--- src/rtl/sampfifo_reader.sv ---
// sampfifo_reader
//   Read-side controller for the sample FIFO RAM. It owns the read pointer and
//   compares it with the writer's pointer. It issues RAM reads and absorbs the
//   one-cycle RAM read latency in a two-entry output buffer. Samples are
//   presented downstream as an avail/ready stream at up to one per clock.
//
// Ports
//   clk           clock
//   rst           synchronous reset, active-high
//   wptr          writer pointer incl. wrap bit (samples written)
//   flush         discard every unread sample
//   raddr         RAM read address (low bits of rptr)
//   ravail        RAM read enable
//   rdata         RAM read data, valid one cycle after ravail
//   sample_data   head sample (zero while nothing is buffered)
//   sample_avail  sample_data valid
//   sample_ready  consumer accepts; a pop happens when avail & ready
//   rptr          read pointer incl. wrap bit, fed back to the writer
//   level         wptr - rptr modulo 2**(ADDR_W+1); samples not yet fetched

module sampfifo_reader #(
  parameter int ADDR_W = 13
) (
  input  logic              clk,
  input  logic              rst,
  input  logic [ADDR_W:0]   wptr,
  input  logic              flush,
  output logic [ADDR_W-1:0] raddr,
  output logic              ravail,
  input  logic [31:0]       rdata,
  output logic [31:0]       sample_data,
  output logic              sample_avail,
  input  logic              sample_ready,
  output logic [ADDR_W:0]   rptr,
  output logic [ADDR_W:0]   level
);

  logic [ADDR_W:0] rptr_q;
  logic            inflight;
  logic [1:0]      occ;
  logic            head;
  logic            tail;
  logic [31:0]     entry0;
  logic [31:0]     entry1;
  logic            pop;
  logic [2:0]      demand;

  assign rptr  = rptr_q;
  assign raddr = rptr_q[ADDR_W-1:0];
  assign level = wptr - rptr_q;

  assign sample_avail = (occ != 2'd0);
  assign pop          = sample_avail & sample_ready;

  // The tail slot is head+occ modulo 2. With a full buffer it lands on the
  // head slot, which only happens when that head is being popped the same
  // cycle, so the freed slot is reused immediately.
  assign tail = head ^ occ[0];

  // Buffer slots the buffer will need after this edge if a new read is also
  // issued; a read is only issued when it is guaranteed a slot on arrival.
  always_comb begin
    demand = {1'b0, occ} + {2'b00, inflight} - {2'b00, pop};
    ravail = !flush && (level != '0) && (demand < 3'd2);
  end

  // Data is masked while the buffer is empty so no stale entry ever shows.
  always_comb begin
    sample_data = 32'd0;
    if (sample_avail) begin
      sample_data = head ? entry1 : entry0;
    end
  end

  // Pointer, latency tracking and output buffer state.
  always_ff @(posedge clk) begin
    if (rst) begin
      rptr_q   <= '0;
      inflight <= 1'b0;
      occ      <= 2'd0;
      head     <= 1'b0;
      entry0   <= 32'd0;
      entry1   <= 32'd0;
    end else if (flush) begin
      // The read issued last cycle is simply never captured.
      rptr_q   <= wptr;
      inflight <= 1'b0;
      occ      <= 2'd0;
      head     <= 1'b0;
    end else begin
      if (ravail) begin
        rptr_q <= rptr_q + (ADDR_W+1)'(1);
      end
      inflight <= ravail;
      if (inflight) begin
        if (tail) begin
          entry1 <= rdata;
        end else begin
          entry0 <= rdata;
        end
      end
      if (pop) begin
        head <= ~head;
      end
      case ({inflight, pop})
        2'b10:   occ <= occ + 2'd1;
        2'b01:   occ <= occ - 2'd1;
        default: occ <= occ;
      endcase
    end
  end

  // A capture into a full buffer without a simultaneous pop would lose data;
  // the issue rule is meant to make this impossible.
  no_overflow: assert property (@(posedge clk) disable iff (rst)
    !(inflight && (occ == 2'd2) && !pop) && (occ != 2'd3));

endmodule

--- config.mk ---
export PLATFORM = sky130hd
export DESIGN_NAME = sampfifo_reader
export DESIGN_NICKNAME = d
export VERILOG_FILES = /design/src/rtl/sampfifo_reader.sv
export SDC_FILE = /design/constraint.sdc
export NUM_CORES = 1
export LEC_CHECK = 0
export BUFFER_PORTS_ARGS = -buffer_cell sky130_fd_sc_hd__buf_2
export CORE_ASPECT_RATIO = 0.75
export CORE_UTILIZATION = 56
export CTS_CLUSTER_DIAMETER = 30
export DETAILED_ROUTE_END_ITERATION = 16
export PLACE_DENSITY_LB_ADDON = 0.08
export REMOVE_ABC_BUFFERS = 1
export SYNTH_ARGS = -nofsm -noshare
export SYNTH_HDL_FRONTEND = slang
export SYNTH_SLANG_ARGS = --single-unit
export TNS_END_PERCENT = 20
--- constraint.sdc ---
create_clock -name clk -period 6.3 [get_ports clk]
set_clock_uncertainty 0.05 [all_clocks]
set_input_delay 0.63 -clock clk [delete_from_list [all_inputs] [get_ports clk]]
set_output_delay 0.63 -clock clk [all_outputs]
set_load 0.02 [all_outputs]
Word level (Yosys, flattened, before mapping)
Index checks and enable logic that the tools add are counted.
- output and inout bits: 75
- register bits after elaboration: 82
- logic and storage cells: 35
- input bits: 50
- reduce and logical (&&, ||, !) cells: 10
- $lt $le $gt $ge: 1
- eq/ne operators: 2
- bitwise gates (word level): 5
- add/sub/neg operators: 6
- mux-type cells: 5
- operator list (cell ; count):
    $mux 32 ; 2
    $mux 14 ; 2
    $add 14x1->14 const B ; 1
    $reduce_bool 14->1 ; 1
    $sub 14x14->14 ; 1
    $reduce_and 3->1 ; 2
    $reduce_bool 2->1 ; 3
    $pmux 2 s2 ; 1
    $add 2x1->3 ; 1
    $lt 3x2->1 const B ; 1
    $not 1->1 ; 3
    $sub 3x1->3 ; 1
    $add 2x1->2 const B ; 1
    $eq 2x1->1 const B ; 1
    $eq 2x2->1 const B ; 1
    $logic_and 1x1->1 ; 2
    $reduce_or 2->1 ; 1
    $sub 2x1->2 const B ; 1
    $and 1x1->1 ; 1
    $logic_not 1->1 ; 1
    $xor 1x1->1 ; 1

Logic depth before layout (Yosys ltp)
Gate-level depths: netlist of the first run.
- depth in word-level cells: 7
- depth in mapped cells: 14
- gate-level depth less buffers: 12

Least setup slack after synthesis of the first run
Ideal clock, no wire load.
- kind: input -> output
- start point: input port wptr[7]
- end point: output port ravail
- cell stages on the path: 11
- data required time: 5.620 ns
- path slack: 2.439 ns
- buffers on the path: 3
- data arrival time: 3.181 ns
- path through: ha_1 -> and3_1 -> buf_6 -> a221o_1 -> a21o_1 -> a221oi_2 -> xnor2_1 -> nor4_2 -> buf_2 -> buf_4 -> nor2_1
- longest elaborated chain between the ends: 4
- ends and longest elaborated chain (what ; line ; RTL):
    from (decl) ; 26 ; input logic [ADDR_W:0] wptr,
    $sub 14x14->14 ; 50 ; assign level = wptr - rptr_q;
    named net level[11] ; 35 ; output logic [ADDR_W:0] level
    $reduce_bool 14->1 ; 64 ; ravail = !flush && (level != '0) && (demand < 3'd2);
    $logic_and 1x1->1 (2 in series) ; 64 ;
    to (decl) ; 29 ; output logic ravail,
The timed path passes the listed nets, and every way through them passes these cells.

Final worst setup path of the first run
- start point: register rptr_q[0], in the netlist rptr[0]
- end point: output port ravail
- longest elaborated chain between the ends: 4
- ends and longest elaborated chain (what ; line ; RTL):
    from (decl) ; 38 ; logic [ADDR_W:0] rptr_q;
    from (signal assigned) ; 86 ; rptr_q <= wptr;
    from (signal assigned) ; 92 ; rptr_q <= rptr_q + (ADDR_W+1)'(1);
    $sub 14x14->14 ; 50 ;
    $reduce_bool 14->1 ; 64 ;
    $logic_and 1x1->1 (2 in series) ; 64 ;
No other way between the ends.

==> results of run 1 <==
cell type report:
class,instances,share of cell area (%)
inverters,26,1.81
flip-flops and latches,82,30.5
multi-input cells,437,47.8
well taps,105,2.44
clock inverters,6,2.56
repair buffers,131,12.5
clock buffers,10,2.37
cell families after synthesis:
| kind of cell | count (synthesis) | share of synthesized area, % |
|---|---|---|
| XOR/XNOR | 16 | 3.08 |
| buffers and inverters | 76 | 7.64 |
| adder cells (fa/ha/maj) | 18 | 5.27 |
| multiplexers | 33 | 7.25 |
| flip-flops | 82 | 36.0 |
| AO/OA/AOI/OAI | 125 | 17.7 |
| AND/OR/NAND/NOR | 245 | 23.0 |
path summary, 6_finish.rpt:
| check | start | end | slack (ns) | cells after the start |
|---|---|---|---|---|
| worst max-delay path | rptr[0] | ravail | 2.07 | 11 |
| worst min-delay path | entry0[24] | entry0[24] | 0.41 | 2 |
| worst max register to register | rptr[0] | rptr[2] | 2.36 | 10 |
| worst min register to register | entry0[24] | entry0[24] | 0.41 | 2 |
sequential cells by signal (all words and copies together), names as in the netlist:
signal / flops
occ: 2
inflight: 1
entry0: 32
head: 1
entry1: 32
rptr: 14
power by group:
group          total (mW)  internal, mW  switching (mW)
Combinational       0.248        0.0934           0.155
Clock               0.495         0.306           0.189
Sequential          0.543         0.530          0.0132
metal layers:
metal,global-route usage (%),up-vias,share of wire [%]
met4,6.81,0,0.71
met1,37.4,2094,47
met3,4.63,10,6.5
met5,0,-,0
met2,42.7,161,45
li1,-,2213,-
critical path: stages (launching register included):
cell and delay, ns:
dfxtp_1 0.45, ha_1 0.21, inv_1 0.05, fa_1 0.39, xor2_1 0.16, or3_1 0.32
a2111oi_0 0.63, o2111ai_1 0.29, nor4_2 0.19, buf_4 0.28, nor2_1 0.06, buf_2 0.16
metrics by stage:
stage	total power [mW]	instance area, sq um
after global placement	0.798	5120
after CTS	1.29	5380
final	1.29	5380
after global routing	1.34	5380
after detailed placement	0.801	5120
after floorplan	0.713	4300
layout by cell type (no fill, tap or decap), types with 3 or more instances in the layout:
cell type  instances
a2111oi_0          3
a21o_1             4
a21oi_1           66
a311oi_1           9
a31oi_1            5
and2_1             4
and3_1             4
buf_2            124
buf_4              7
bufinv_16          4
clkbuf_8           9
dfxtp_1           81
ha_1              16
inv_1             26
mux2i_1           33
nand2_1          138
nand3_1           11
nor2_1            51
nor2_2             3
nor3_1             9
nor4_1             4
o211ai_1           3
o21a_1             3
o21ai_0            6
o31ai_1            5
or3_1              6
or4_1              5
xnor2_1           13
xor2_1             3
synth_stat cells, drive strengths merged (11+ instances only):
library cell,count
nand2,138
dfxtp,82
a21oi,66
nor2,54
mux2i,33
clkbuf,30
inv,26
buf,20
ha,16
xnor2,13
nand3,11
==> run_results.csv, run 1 <==
group,metric,value,unit
setup_path,crit_type,"reg -> out",
pwr,power_density,239,nW/um^2
timing,fin_crit_sh,67.2,%
clock_tree,clock-sinks,82,
placed_design,io_buffers,124,
setup_path,crit_fanout,22,
setup_path,cp-end-kind,"output pin",
grt,grt.total_usage,26.8,%
clock_tree,cts.repair.resized,0,
timing,worst-slew-pin-transition,1.15,ns
layout,finalNetCount,755,
logic_synthesis,avgSynthCellArea,7.65,sq um
timing,grt_setup_unrepaired,"false",
route,wire_per_inst,14.4,um
grt,grt_pass1_vias,3883,
die,die_h,80.1,um
clock_tree,clock_latency,0.35,ns
logic_synthesis,yosys.area.top_type,"dfxtp_1",
layout,num-fill-cells,705,
setup_path,arrival,3.55,ns
clock_tree,cts-hold-fix-buffers,0,
grt,grt.overflow.total,0,
logic_synthesis,synthArstFlopShare,0,%
clock_tree,h-tree-depth,3,
clock_tree,path_clk_slew,0.08,ns
pwr,p_leak,2.08,nW
layout,drive_gt1_share,22.8,%
logic_synthesis,synth_top_area_share,36.0,%
clock_tree,clockBufferDepth,2,
status,outcome,"completed",
placed_design,hpwl,7.82,mm
layout,antenna_cells,0,
clock_tree,postCtsSetupBuffers,0,
route,wirelength,11.5,mm
layout,seqCellArea,1640,sq um
layout,area_delta_synth_final,18.2,%
flow_run,drv_cap,0,
layout,post-route-util,68.3,%
pwr,vdd_drop_max,0.146,mV
timing,setup_viol,0,
logic_synthesis,synth-warning-count,0,
timing,fmax,236,MHz
die,initial_core_util,57.8,%
route,firstDrtPassIters,5,
route,drt-initial-drc-count,261,
setup_path,cp.required,5.62,ns
clock_tree,root_buffer,"clkbuf_8",
die,dieArea,8500,sq um
setup_path,startpoint_type,"flop",
die,std_cell_rows,28,
logic_synthesis,synth_area_leaders,"dfxtp_1 (36%), nand2_1 (11%), a21oi_1 (7.3%)",
timing,finalHoldViolCount,0,
placed_design,placed_cells,781,
route,dr_total_vias,4478,
timing,worst_hold_slack,0.406,ns
grt,grt_max_degree,81,
placed_design,dp_slack,2.10,ns
logic_synthesis,ys.flop_type,"dfxtp_1",
layout,multiInputGateArea,2570,sq um
clock_tree,cts_tree,"built",
grt,antenna_found_initial,0,
route,drc,0,
logic_synthesis,synthCells,595,
logic_synthesis,synth_seq_area_share,36.0,%
die,coreArea,7880,sq um
clock_tree,numCtsBuffers,9,
timing,drv_slew,0,
timing,period_minus_slack,4.23,ns
timing,fin_ws,2.07,ns
route,via_per_inst,5.62,
min_path,hp-class,"reg -> reg",
timing,relSlewSlack,23.6,%
logic_synthesis,synth_edf_count,0,
layout,final_cells,797,
timing,fin_tns_setup,0,ns
logic_synthesis,yosys_register_bits,82,
grt,grt_pass1_wl,18.2,mm
route,ant_nets,0,
logic_synthesis,synth_cell_type_count,58,
die,fp.dieW,106,um
placed_design,gp_congestion,0.893,
logic_synthesis,syn-cell-area,4550,sq um
die,ios,125,
No activity file was read; power rests on OpenSTA's default activity.
==> inputs of run 2 (changes only) <==
- CORE_UTILIZATION: 56 -> 53
- clock period: 6.3 -> 3.9 ns (I/O delays scaled with it)
==> run 2 against run 1 <==
Compared with the run above: first-iteration DRC count increased by 55%; cell area increased by 4.6%; register-to-register slack got worse by 2.1 ns; sequential power increased by 62%; count of clock-buffer cells in the layout increased by 2; power increased by 79%; highest routed layer unchanged.
==> run_results.csv, run 2 (synthesis results as in run 1) <==
group,metric,value,unit
status,outcome,"completed",
setup_path,startpoint_type,"flop",
clock_tree,clockBufferDepth,2,
setup_path,path_cells,"ha_1 -> inv_1 -> fa_1 -> xor2_1 -> or3_4 -> a2111oi_4 -> buf_4 -> o2111ai_1 -> buf_4 -> nor4_4 -> buf_12 -> nor2_1 -> buf_2",
timing,grt_setup_unrepaired,"true",
die,die_h,82.3,um
grt,grt_pass1_vias,4006,
route,wirelength,12.4,mm
route,drc,0,
setup_path,worst-path-buf-inv,5,
setup_path,arrival,3.31,ns
setup_path,crit_type,"reg -> out",
timing,finalHoldViolCount,0,
clock_tree,h-tree-depth,3,
die,dieArea,8970,sq um
clock_tree,numCtsBuffers,9,
die,coreArea,8090,sq um
placed_design,gp_congestion,0.872,
flow_run,drv_cap,0,
timing,fmax,267,MHz
layout,drive_gt1_share,24.9,%
route,wire_per_inst,15.3,um
route,via_per_inst,5.64,
pwr,p_int,1.68,mW
clock_tree,cts-hold-fix-buffers,0,
grt,grt_pass1_wl,19.1,mm
route,firstDrtPassIters,5,
layout,num-fill-cells,666,
layout,final_cells,809,
pwr,p_leak,2.19,nW
setup_path,cp.required,3.46,ns
pwr,sw_frac_of_total,27.0,%
layout,seqCellArea,1650,sq um
grt,grt_max_degree,47,
route,ant_nets,0,
timing,relSlewSlack,50.4,%
pwr,combPwrFrac,18.8,%
setup_path,critical-path-slowest-cell,"fa_1",
layout,finalNetCount,767,
clock_tree,clock_latency,0.33,ns
pwr,vdd_drop_max,0.345,mV
layout,multiInputGateArea,2610,sq um
grt,grt.total_usage,27.3,%
placed_design,hpwl,8.35,mm
setup_path,max_stage_delay,0.39,ns
die,ios,125,
timing,fin_ws,0.154,ns
timing,drv_slew,0,
min_path,worstHoldStart,"rdata[24]",
pwr,power.net_switching,0.620,mW
die,initial_core_util,56.3,%
setup_path,cp_common_cell,"buf_4",
clock_tree,root_buffer,"clkbuf_16",
timing,period_minus_slack,3.75,ns
min_path,hp-class,"in -> reg",
pwr,pwr-share-seq,38.1,%
timing,worst-slew-pin-transition,0.744,ns
setup_path,r2r_start,"rptr[8]",
clock_tree,clock-sinks,82,
timing,setup_viol,0,
route,drt-initial-drc-count,404,
pwr,clkPwrFrac,43.1,%
layout,post-route-util,69.6,%
grt,antenna_found_initial,0,
setup_path,crit_fanout,11,
setup_path,cpLargestDelayFamily,"buffers and inverters",
pwr,power_density,408,nW/um^2
setup_path,cp-end-kind,"output pin",
setup_path,startpoint,"rptr[0]",
timing,fin_tns_setup,0,ns
clock_tree,path_clk_slew,0.06,ns
timing,fin_crit_sh,96.0,%
layout,area_delta_synth_final,23.7,%
placed_design,dp_slack,0.199,ns
die,fp.dieW,109,um
layout,mostFrequentLayoutCell,"nand2_1",
placed_design,placed_cells,791,
placed_design,io_buffers,124,
grt,grt.overflow.total,0,
layout,antenna_cells,0,
route,dr_total_vias,4565,
die,std_cell_rows,28,
clock_tree,cts_tree,"built",
layout,final_cell_mix,"nand2_1 (138), buf_2 (124), dfxtp_1 (79)",
## run 2: final timing paths
path	cells past startpoint	slack (ns)	end
min reg2reg	2	0.40	entry0[25]
max reg2reg	10	0.31	rptr[2]
min	3	0.25	entry0[24]
max	13	0.15	ravail
## run 2: cell type report
type | instances | area share (%)
multi-input cells | 437 | 46.3
flip-flops and latches | 82 | 29.2
repair buffers | 143 | 14.1
clock buffers | 12 | 4.55
well taps | 105 | 2.33
clock inverters | 4 | 1.73
inverters | 26 | 1.73
## run 2: worst min-delay path, stage by stage
cell	delay (ns)
buf_2	0.10
nand2_1	0.05
a21oi_1	0.05
## run 2: power groups by stage
stage,Combinational (mW),Sequential (mW),Clock (mW)
after floorplan,0.234,0.918,0
after global placement,0.410,0.893,0
after detailed placement,0.413,0.894,0
after CTS,0.416,0.876,0.999
after global routing,0.470,0.879,1.03
final,0.433,0.877,0.990
## run 2: metal layers
metal  up-vias  part of all wire (%)  global-route usage [%]
met2       169                    45                    42.7
met4         0                  0.66                    6.62
met3         9                   7.4                    5.73
met5         -                     0                       0
met1      2150                    47                    38.5
li1       2237                     -                       -
## run 2: repair_timing
action | in CTS | in global routing
buffers inserted | 0 | 1
endpoints found under the setup margin | 0 | 1
gates resized for setup | 0 | 8
endpoints found under the hold margin | 0 | 0
## run 2: through the flow
stage / area, sq um / power, mW / hold slack [ns]
floorplan: 4300 / 1.15 / 0.380
global placement: 5200 / 1.30 / 0.391
detailed placement: 5200 / 1.31 / 0.396
CTS: 5560 / 2.29 / 0.244
global route: 5630 / 2.38 / 0.252
finish: 5630 / 2.30 / 0.250
